<file path="config.mk">
export PLATFORM = sky130hd
export DESIGN_NAME = bm_match_mac_pipe_flat
export DESIGN_NICKNAME = d
export VERILOG_FILES = /design/src/rtl/bm_match_mac_pipe_pkg.sv /design/src/rtl/bm_match_mac_pipe_if.sv /design/src/rtl/bm_match_mac_pipe_mult.sv /design/src/rtl/bm_match_mac_pipe.sv /design/src/flat_wrapper.sv
export SDC_FILE = /design/constraint.sdc
export NUM_CORES = 1
export LEC_CHECK = 0
export ABC_AREA = 1
export BUFFER_PORTS_ARGS = -buffer_cell sky130_fd_sc_hd__buf_2
export CAP_MARGIN = 20
export CORE_ASPECT_RATIO = 1.5
export CORE_MARGIN = 1.5
export CORE_UTILIZATION = 56
export DETAILED_ROUTE_END_ITERATION = 16
export PLACE_DENSITY = 0.78
export SLEW_MARGIN = 0
export SYNTH_ARGS = -nofsm -noshare
export SYNTH_HDL_FRONTEND = slang
export SYNTH_SLANG_ARGS = --single-unit
</file>
<file path="constraint.sdc">
create_clock -name clock -period 4.9 [get_ports clock]
set_clock_uncertainty 0.05 [all_clocks]
set_input_delay 0.98 -clock clock [delete_from_list [all_inputs] [get_ports clock]]
set_output_delay 0.98 -clock clock [all_outputs]
set_load 0.02 [all_outputs]
</file>
<file path="src/rtl/bm_match_mac_pipe_pkg.sv">
// Shared constants, FSM encodings and latency helper for the MAC pipeline.
package bm_mac_pkg;

    localparam logic MODE_MADD = 1'b0;
    localparam logic MODE_ACC  = 1'b1;

    typedef enum logic {
        ST_IDLE  = 1'b0,
        ST_ACCUM = 1'b1
    } state_t;

    // Edge distance from sample acceptance to its result strobe.
    function automatic int latency(input int mul_stages);
        return mul_stages + 1;
    endfunction

endpackage

</file>
<file path="src/rtl/bm_match_mac_pipe_if.sv">
// Sample/result bus of the MAC pipeline; master drives samples, slave is the block.
interface bm_match_mac_pipe_if #(
    parameter int DATA_W = 9,
    parameter int ACC_W  = 24
);
    logic              in_valid;
    logic              in_mode;
    logic [DATA_W-1:0] a_in;
    logic [DATA_W-1:0] b_in;
    logic [DATA_W-1:0] c_in;
    logic              acc_clear;
    logic              out_valid;
    logic [ACC_W-1:0]  out_data;
    logic              out_mode;
    logic              out_ovf;
    logic              busy;

    modport master (
        output in_valid, in_mode, a_in, b_in, c_in, acc_clear,
        input  out_valid, out_data, out_mode, out_ovf, busy
    );

    modport slave (
        input  in_valid, in_mode, a_in, b_in, c_in, acc_clear,
        output out_valid, out_data, out_mode, out_ovf, busy
    );
endinterface

</file>
<file path="src/rtl/bm_match_mac_pipe_mult.sv">
// Unsigned DATA_W x DATA_W multiplier with MUL_STAGES output registers; valid
// and sideband bits ride a shift register of the same depth.
module bm_pipe_mult #(
    parameter int DATA_W     = 9,
    parameter int MUL_STAGES = 2,
    parameter int SB_W       = 1
) (
    input  logic                  clock,
    input  logic                  reset,
    input  logic                  i_valid,
    input  logic [DATA_W-1:0]     i_a,
    input  logic [DATA_W-1:0]     i_b,
    input  logic [SB_W-1:0]       i_sb,
    output logic                  o_valid,
    output logic [2*DATA_W-1:0]   o_prod,
    output logic [SB_W-1:0]       o_sb
);

    logic [MUL_STAGES-1:0][2*DATA_W-1:0] r_prod;
    logic [MUL_STAGES-1:0][SB_W-1:0]     r_sb;
    logic [MUL_STAGES-1:0]               r_vld;
    logic [2*DATA_W-1:0]                 w_prod;

    assign w_prod = {{DATA_W{1'b0}}, i_a} * {{DATA_W{1'b0}}, i_b};

    // Product, valid and sideband advance together one stage per clock.
    always_ff @(posedge clock or posedge reset) begin
        if (reset) begin
            r_prod <= '0;
            r_sb   <= '0;
            r_vld  <= '0;
        end else begin
            r_prod[0] <= w_prod;
            r_sb[0]   <= i_sb;
            r_vld[0]  <= i_valid;
            for (int i = 1; i < MUL_STAGES; i++) begin
                r_prod[i] <= r_prod[i-1];
                r_sb[i]   <= r_sb[i-1];
                r_vld[i]  <= r_vld[i-1];
            end
        end
    end

    assign o_valid = r_vld[MUL_STAGES-1];
    assign o_prod  = r_prod[MUL_STAGES-1];
    assign o_sb    = r_sb[MUL_STAGES-1];

endmodule

</file>
<file path="src/rtl/bm_match_mac_pipe.sv">
// Pipelined multiply-add / block multiply-accumulate. Input register, then the
// multiplier, then one add stage that either emits a*b+c or accumulates a*b.
module bm_match_mac_pipe
    import bm_mac_pkg::*;
#(
    parameter int DATA_W     = 9,
    parameter int ACC_W      = 24,
    parameter int MUL_STAGES = 2,
    parameter int ACC_LEN    = 4
) (
    input  logic                 clock,
    input  logic                 reset,
    bm_match_mac_pipe_if.slave   bus
);

    localparam int CNT_W = (ACC_LEN > 2) ? $clog2(ACC_LEN) : 1;

    logic              r_in_vld;
    logic              r_in_mode;
    logic [DATA_W-1:0] r_a, r_b, r_c;

    logic              w_m_vld;
    logic [2*DATA_W-1:0] w_prod;
    logic [DATA_W:0]   w_sb;
    logic              w_mode;
    logic [ACC_W-1:0]  w_prod_ext, w_c_ext;
    logic [ACC_W:0]    w_madd_sum, w_acc_sum;
    logic              w_is_madd, w_is_acc, w_last;

    logic [ACC_W-1:0]  r_acc;
    logic [CNT_W-1:0]  r_cnt;
    logic              r_ovf_sticky;
    state_t            r_state, w_state_nx;
    logic              w_busy;

    logic              r_out_valid, r_out_mode, r_out_ovf;
    logic [ACC_W-1:0]  r_out_data;

    // Sample acceptance register.
    always_ff @(posedge clock or posedge reset) begin
        if (reset) begin
            r_in_vld  <= 1'b0;
            r_in_mode <= 1'b0;
            r_a       <= '0;
            r_b       <= '0;
            r_c       <= '0;
        end else begin
            r_in_vld  <= bus.in_valid;
            r_in_mode <= bus.in_mode;
            r_a       <= bus.a_in;
            r_b       <= bus.b_in;
            r_c       <= bus.c_in;
        end
    end

    bm_pipe_mult #(
        .DATA_W     (DATA_W),
        .MUL_STAGES (MUL_STAGES),
        .SB_W       (DATA_W + 1)
    ) u_mult (
        .clock   (clock),
        .reset   (reset),
        .i_valid (r_in_vld),
        .i_a     (r_a),
        .i_b     (r_b),
        .i_sb    ({r_in_mode, r_c}),
        .o_valid (w_m_vld),
        .o_prod  (w_prod),
        .o_sb    (w_sb)
    );

    assign w_mode = w_sb[DATA_W];

    // Zero-extend product and addend to accumulator width; carries come from bit ACC_W.
    always_comb begin
        w_prod_ext                = '0;
        w_prod_ext[2*DATA_W-1:0]  = w_prod;
        w_c_ext                   = '0;
        w_c_ext[DATA_W-1:0]       = w_sb[DATA_W-1:0];
        w_madd_sum = {1'b0, w_prod_ext} + {1'b0, w_c_ext};
        w_acc_sum  = {1'b0, r_acc} + {1'b0, w_prod_ext};
    end

    // Clear outranks an ACC sample arriving in the same cycle; MADD is unaffected.
    assign w_is_madd = w_m_vld && (w_mode == MODE_MADD);
    assign w_is_acc  = w_m_vld && (w_mode == MODE_ACC) && !bus.acc_clear;
    assign w_last    = w_is_acc && (r_cnt == CNT_W'(ACC_LEN - 1));

    // FSM state register.
    always_ff @(posedge clock or posedge reset) begin
        if (reset) r_state <= ST_IDLE;
        else       r_state <= w_state_nx;
    end

    // FSM next state: a block opens on its first ACC sample, closes on completion or clear.
    always_comb begin
        w_state_nx = r_state;
        case (r_state)
            ST_IDLE:  if (w_is_acc) w_state_nx = ST_ACCUM;
            ST_ACCUM: if (bus.acc_clear || w_last) w_state_nx = ST_IDLE;
            default:  w_state_nx = ST_IDLE;
        endcase
    end

    // FSM outputs.
    always_comb begin
        w_busy = (r_state == ST_ACCUM);
    end

    // Accumulator, sample count and sticky carry of the open block.
    always_ff @(posedge clock or posedge reset) begin
        if (reset) begin
            r_acc        <= '0;
            r_cnt        <= '0;
            r_ovf_sticky <= 1'b0;
        end else if (bus.acc_clear || w_last) begin
            r_acc        <= '0;
            r_cnt        <= '0;
            r_ovf_sticky <= 1'b0;
        end else if (w_is_acc) begin
            r_acc        <= w_acc_sum[ACC_W-1:0];
            r_cnt        <= r_cnt + CNT_W'(1);
            r_ovf_sticky <= r_ovf_sticky | w_acc_sum[ACC_W];
        end
    end

    // Result register: one-cycle strobe, data/mode/ovf hold between results.
    always_ff @(posedge clock or posedge reset) begin
        if (reset) begin
            r_out_valid <= 1'b0;
            r_out_data  <= '0;
            r_out_mode  <= 1'b0;
            r_out_ovf   <= 1'b0;
        end else begin
            r_out_valid <= 1'b0;
            if (w_is_madd) begin
                r_out_valid <= 1'b1;
                r_out_data  <= w_madd_sum[ACC_W-1:0];
                r_out_mode  <= MODE_MADD;
                r_out_ovf   <= w_madd_sum[ACC_W];
            end else if (w_last) begin
                r_out_valid <= 1'b1;
                r_out_data  <= w_acc_sum[ACC_W-1:0];
                r_out_mode  <= MODE_ACC;
                r_out_ovf   <= r_ovf_sticky | w_acc_sum[ACC_W];
            end
        end
    end

    assign bus.out_valid = r_out_valid;
    assign bus.out_data  = r_out_data;
    assign bus.out_mode  = r_out_mode;
    assign bus.out_ovf   = r_out_ovf;
    assign bus.busy      = w_busy;

endmodule

</file>
<file path="src/flat_wrapper.sv">
// flat-port wrapper written by rule: the top's interface ports become plain ports
module bm_match_mac_pipe_flat import bm_mac_pkg::*;
#(
    parameter int DATA_W     = 9,
    parameter int ACC_W      = 24,
    parameter int MUL_STAGES = 2,
    parameter int ACC_LEN    = 4
)
  (clock, reset, bus_in_valid, bus_in_mode, bus_a_in, bus_b_in, bus_c_in, bus_acc_clear, bus_out_valid, bus_out_data, bus_out_mode, bus_out_ovf, bus_busy);
  bm_match_mac_pipe_if #(.DATA_W(DATA_W), .ACC_W(ACC_W)) bus_i ();
  input  logic clock;
  input  logic reset;
  input wire logic [$bits(bus_i.in_valid)-1:0] bus_in_valid;
  input wire logic [$bits(bus_i.in_mode)-1:0] bus_in_mode;
  input wire logic [$bits(bus_i.a_in)-1:0] bus_a_in;
  input wire logic [$bits(bus_i.b_in)-1:0] bus_b_in;
  input wire logic [$bits(bus_i.c_in)-1:0] bus_c_in;
  input wire logic [$bits(bus_i.acc_clear)-1:0] bus_acc_clear;
  output wire logic [$bits(bus_i.out_valid)-1:0] bus_out_valid;
  output wire logic [$bits(bus_i.out_data)-1:0] bus_out_data;
  output wire logic [$bits(bus_i.out_mode)-1:0] bus_out_mode;
  output wire logic [$bits(bus_i.out_ovf)-1:0] bus_out_ovf;
  output wire logic [$bits(bus_i.busy)-1:0] bus_busy;
  assign bus_i.in_valid = bus_in_valid;
  assign bus_i.in_mode = bus_in_mode;
  assign bus_i.a_in = bus_a_in;
  assign bus_i.b_in = bus_b_in;
  assign bus_i.c_in = bus_c_in;
  assign bus_i.acc_clear = bus_acc_clear;
  assign bus_out_valid = bus_i.out_valid;
  assign bus_out_data = bus_i.out_data;
  assign bus_out_mode = bus_i.out_mode;
  assign bus_out_ovf = bus_i.out_ovf;
  assign bus_busy = bus_i.busy;
  bm_match_mac_pipe #(.DATA_W(DATA_W), .ACC_W(ACC_W), .MUL_STAGES(MUL_STAGES), .ACC_LEN(ACC_LEN)) u_core (.clock(clock), .reset(reset), .bus(bus_i));
endmodule
</file>
* Yosys cells after proc, flatten, opt, wreduce, memory -nomap -nowiden
Index checks and enable logic that the tools add are counted.
** Word-level totals
- Logic and storage cells :: 51
- Flip-flop bits (word level) :: 142
- Output and inout bits :: 28
- Input bits :: 32
** Operators by class
- Reductions and logical operators :: 8
- Multiplexer cells :: 17
- Eq/ne operators :: 1
- Add/subtract/negate cells :: 3
- Bitwise operators :: 3
- Multiply operators :: 1
** Operators with widths (count)
- 24-bit 2-to-1 mux :: 4
- 24-bit by 18-bit adder with 25-bit output :: 1
- 18-bit by 9-bit adder with 19-bit output :: 1
- 9-bit by 9-bit multiplier with 18-bit output :: 1
- 1-bit 2-to-1 mux :: 10
- 1-bit logical AND :: 4
- 2-bit 2-to-1 mux :: 2
- 2-bit nonzero test :: 2
- 2-bit by 1-bit adder with 2-bit output, second input constant :: 1
- 2-bit equality test, second input constant :: 1
- 1-bit inverter :: 2
- 1-bit case mux with 2 select lines :: 1
- 1-bit zero test :: 1
- 1-bit logical OR :: 1
- 1-bit OR :: 1

* Depth between registers and ports, before layout
- Word-level depth :: 6
- Depth in mapped cells :: 21
- Mapped depth without buffers :: 20

* Modules after synthesis
Synthesis repeated with hierarchy kept, for this count alone.
** Unflattened totals
- Cells, all modules :: 1197
- Area total of the unflattened synthesis :: 9614.2 um^2
** Modules (own cells, without submodules)
- bm_match_mac_pipe :: times used 1, cells each 671, area an instance 5028.6 um^2
- bm_pipe_mult :: times used 1, cells each 526, area an instance 4585.6 um^2

* Worst setup path after synthesis
OpenSTA, ideal clock, no wires.
- Path kind :: register to register
- Start point :: register u_core.r_a[0]
- End point :: register u_core.u_mult.r_prod[15] (netlist bit)
- Arrival time :: 3.946 ns
- Buffers on the path :: 1
- Data required time :: 4.726 ns
- Cell stages (with the launch flop) :: 19
- Setup slack :: 0.780 ns
- Path through :: dfrtp_1 > clkbuf_1 > nand2_1 > fa_1 > fa_1 > inv_1 > fa_1 > inv_1 > fa_1 > inv_1 > ha_1 > a21o_1 > a21oi_2 > inv_1 > nand2_1 > nand2_1 > nand2_1 > nand2_1 > xor2_1
** Between the ends
- Word-level cells in the longest chain between the ends :: 1
** RTL lines
- from (decl) :: RTL line bm_match_mac_pipe.sv:20 : logic [DATA_W-1:0] r_a, r_b, r_c;
- from (signal assigned) :: RTL line bm_match_mac_pipe.sv:50 : r_a <= bus.a_in;
- 9-bit by 9-bit multiplier with 18-bit output :: RTL line bm_match_mac_pipe_mult.sv:24 : assign w_prod = {{DATA_W{1'b0}}, i_a} * {{DATA_W{1'b0}}, i_b};
- named net u_core.u_mult.w_prod[15] :: RTL line bm_match_mac_pipe_mult.sv:22 : logic [2*DATA_W-1:0] w_prod;
- to (signal, indexed assignment) :: RTL line bm_match_mac_pipe_mult.sv:37 : r_prod[i] <= r_prod[i-1];
- to (decl) :: RTL line bm_match_mac_pipe_mult.sv:19 : logic [MUL_STAGES-1:0][2*DATA_W-1:0] r_prod;
The timed path passes the listed nets, and every way through them passes these cells.
A chain may end at the register's enable or synchronous reset.

* Final worst setup path
Same ends and word-level chain as after synthesis.

==> flow_metrics.tcl <==
set metrics [dict create \
    p_switching_w 0.00221 \
    routed_wl_um 19800 \
    design_area_mm2 0.0102 \
    tightest_slew_ns 0.676 \
    hold_path.class "reg2reg" \
    clk_pin_slew_ns 0.07 \
    clk_latency_ns 0.43 \
    finalSetupTns_ns 0 \
    ys_ff_latch 142 \
    synth_ff_type "dfrtp_1" \
    final_hold_viol_count 0 \
    drc_errors 0 \
    setup-violations-final 0 \
    min_period_ns 4.33 \
    synth-edff-count 0 \
    root_buffer "clkbuf_16" \
    core_mm2 0.0161 \
    drt_first_iter_violations 295 \
    seq_area_frac_synth_pct 38.9 \
    ys_types 42 \
    hpwlAfterDp_um 15300 \
    setup_ws_ns 0.567 \
    gp_congestion 0.970 \
    io_pins 60 \
    first_global_vias 7498 \
    p_leak_nw 5.91 \
    synth_warnings 0 \
    via_per_inst 5.18 \
    post-route-util_pct 63.5 \
    area_growth_pct 11.9 \
    path_cells "nand2_1 > fa_1 > fa_1 > inv_1 > fa_1 > inv_1 > fa_1 > inv_1 > ha_1 > a21o_1 > a21oi_2 > inv_1 > nand2_1 > nand2_1 > nand2_1 > nand2_1 > xor2_1" \
    die_height_um 159 \
    pre_cts_slack_ns 0.632 \
    swShare_pct 43.2 \
    combPwrFrac_pct 43.4 \
    post_cts_resize_count 0 \
    path_class "reg2reg" \
    path_max_fanout 9 \
    netlist_instances 1099 \
    worst_path_largest_cell_delay_ns 0.55 \
    rows 57 \
    drive_gt1_share_pct 11.6 \
    wire_per_inst_um 14.4 \
    num_vias 7112 \
    grt_antenna_before_repair 0 \
    cts_buffer_depth 2 \
    post_cts_buffers 0 \
    async_reset_ff_share_pct 100 \
    p_per_area_mw_per_mm2 500 \
    grt_overflow 0 \
    status "complete, no violations" \
    crit_path_end_kind "register" \
    internal-power_w 0.00290 \
    port_buffers 59 \
    synth.net_count 1249 \
    max_freq_ghz 0.231 \
    diodes 0 \
    cts_tree "done" \
    worst_path_max_delay_cell "fa_1" \
    seqPwrFrac_pct 31.2 \
    drv_slew 0 \
    holdBufCountCts 0 \
    placed_area_mm2 0.00961 \
    required_ns 5.17 \
    cap_violations 0 \
    grt_pass1_wl_um 33500 \
    initial_core_util_pct 56.7 \
    max-vdd-ir-drop_mv 0.297 \
    start_kind "register" \
    clockPowerShare_pct 25.4 \
    h-tree-depth 4 \
    grt_max_degree 81 \
    critical_path_arrival_ns 4.60 \
    track_usage_pct 25.3 \
    die_w_um 107 \
    rsz0062_at_grt "false" \
    slew_headroom_pct 54.9 \
    worst_path_most_repeated_cell "nand2_1" \
    avgSynthCellArea_um2 8.32 \
    cts.sinks 142 \
    drt-pass1-iter-count 5 \
    fin_nets 1303 \
    die_area_mm2 0.0171 \
    cts_buffers 17 \
    fin_crit_sh_pct 88.4 \
    syn_area_mm2 0.00914 \
    hold_slack_ns 0.297 \
    final_antenna_net_count 0 \
]
## power groups by stage
stage	sequential (W)	clock, W	combinational, W
finish	0.00159	0.00130	0.00222
global route	0.00162	0.00137	0.00252
CTS	0.00159	0.00132	0.00222
detailed placement	0.00161	0	0.00218
global placement	0.00160	0	0.00211
floorplan	0.00162	0	0.00164
## critical path: cells and delay by family (launching register included)
family	cells	cell delay, ns
compound gates	2	0.40
xor+xnor	1	0.14
fa+ha+maj	5	2.47
buf+inv	4	0.23
flops	1	0.51
simple gates	5	0.42
## logic make-up (layout without fill, tap and decap cells)
family | after synthesis | in the layout | synth area share [%]
AO/OA/AOI/OAI | 93 | 93 | 5.82
XOR/XNOR | 24 | 24 | 2.38
adder cells (fa/ha/maj) | 118 | 118 | 20.4
buffers and inverters | 234 | 301 | 9.76
flip-flops | 142 | 142 | 38.9
AND/OR/NAND/NOR | 488 | 488 | 22.7
## state kept, by name, summed over array words and instances (netlist names), 10 cells and up
signal                flops
u_core.bus.out_data      24
u_core.r_acc             24
u_core.u_mult.o_prod     18
u_core.u_mult.r_prod     18
u_core.u_mult.o_sb       10
u_core.u_mult.r_sb       10
## routing by layer
metal | vias up | track usage (%) | wire [um]
met4 | 0 | 14.0 | 857
met5 | - | 0 | 0
met1 | 3386 | 25.7 | 7360
li1 | 3491 | - | -
met3 | 59 | 4.50 | 737
met2 | 176 | 47.5 | 10800
## area by class of cell
type	count	area (um^2)
timing repair buffer	63	325
clock inverter	15	191
fill	1376	5890
tap	206	258
multi-input combinational	723	4700
inverter	206	781
sequential	142	3550
clock buffer	17	425
## stage by stage
step / cells / total power (W)
3_5_place_dp: 1340 / 0.00380
5_1_grt: 1372 / 0.00551
6_report: 1372 / 0.00511
2_1_floorplan: 1099 / 0.00326
3_3_place_gp: 1340 / 0.00371
4_1_cts: 1372 / 0.00513
## cell usage after synthesis (2+ instances only)
master	count	share of area (%)
nor3_2	3	0.33
clkbuf_1	23	0.94
a21o_1	4	0.33
nor2_2	6	0.41
xnor2_1	11	1.1
inv_1	195	8.0
nand3_1	70	3.8
a211oi_1	2	0.16
a21oi_1	37	2.0
fa_1	52	11
nand4_1	9	0.62
ha_1	66	9.0
nand3b_1	8	0.66
a21oi_2	3	0.29
buf_4	2	0.16
o211ai_1	3	0.25
nor3_1	5	0.27
nor2_1	40	1.6
xor2_1	12	1.1
a22o_1	3	0.29
inv_2	10	0.41
o21ai_0	21	1.1
o31ai_1	2	0.16
dfrtp_1	142	39
o21ai_1	13	0.71
nand2_1	331	14
buf_2	3	0.16
nand2_2	9	0.62
## worst paths after layout
check,startpoint,to,slack (ns),depth (start not counted)
worst min register to register,u_core.u_mult.r_sb[9],u_core.u_mult.o_sb[9],0.30,0
worst max-delay path,u_core.r_a[0],u_core.u_mult.r_prod[15],0.57,17
worst max register to register,u_core.r_a[0],u_core.u_mult.r_prod[15],0.57,17
worst min-delay path,u_core.u_mult.r_sb[9],u_core.u_mult.o_sb[9],0.30,0
min in group asynchronous,reset,u_core.r_a[1],0.62,2
max in group asynchronous,reset,u_core.u_mult.o_prod[11],3.28,3
## cells in the final DEF (no fill, tap or decap), types with 4 or more instances in the layout
cell type / netlist / final
dfrtp_1: 142 / 142
nand3b_1: 8 / 8
nor3_1: 5 / 5
o21ai_0: 21 / 21
inv_6: 0 / 4
clkinv_8: 0 / 7
a21o_1: 4 / 4
nand2_1: 331 / 331
o21ai_1: 13 / 13
a21oi_1: 37 / 37
buf_4: 2 / 4
fa_1: 52 / 52
nor2_1: 40 / 40
ha_1: 66 / 66
nand2_2: 9 / 9
nor2_2: 6 / 6
xnor2_1: 11 / 11
inv_2: 10 / 10
clkbuf_16: 0 / 17
xor2_1: 12 / 12
inv_1: 195 / 194
buf_2: 3 / 59
nand3_1: 70 / 70
nand4_1: 9 / 9
No activity file was read; power rests on OpenSTA's default activity.
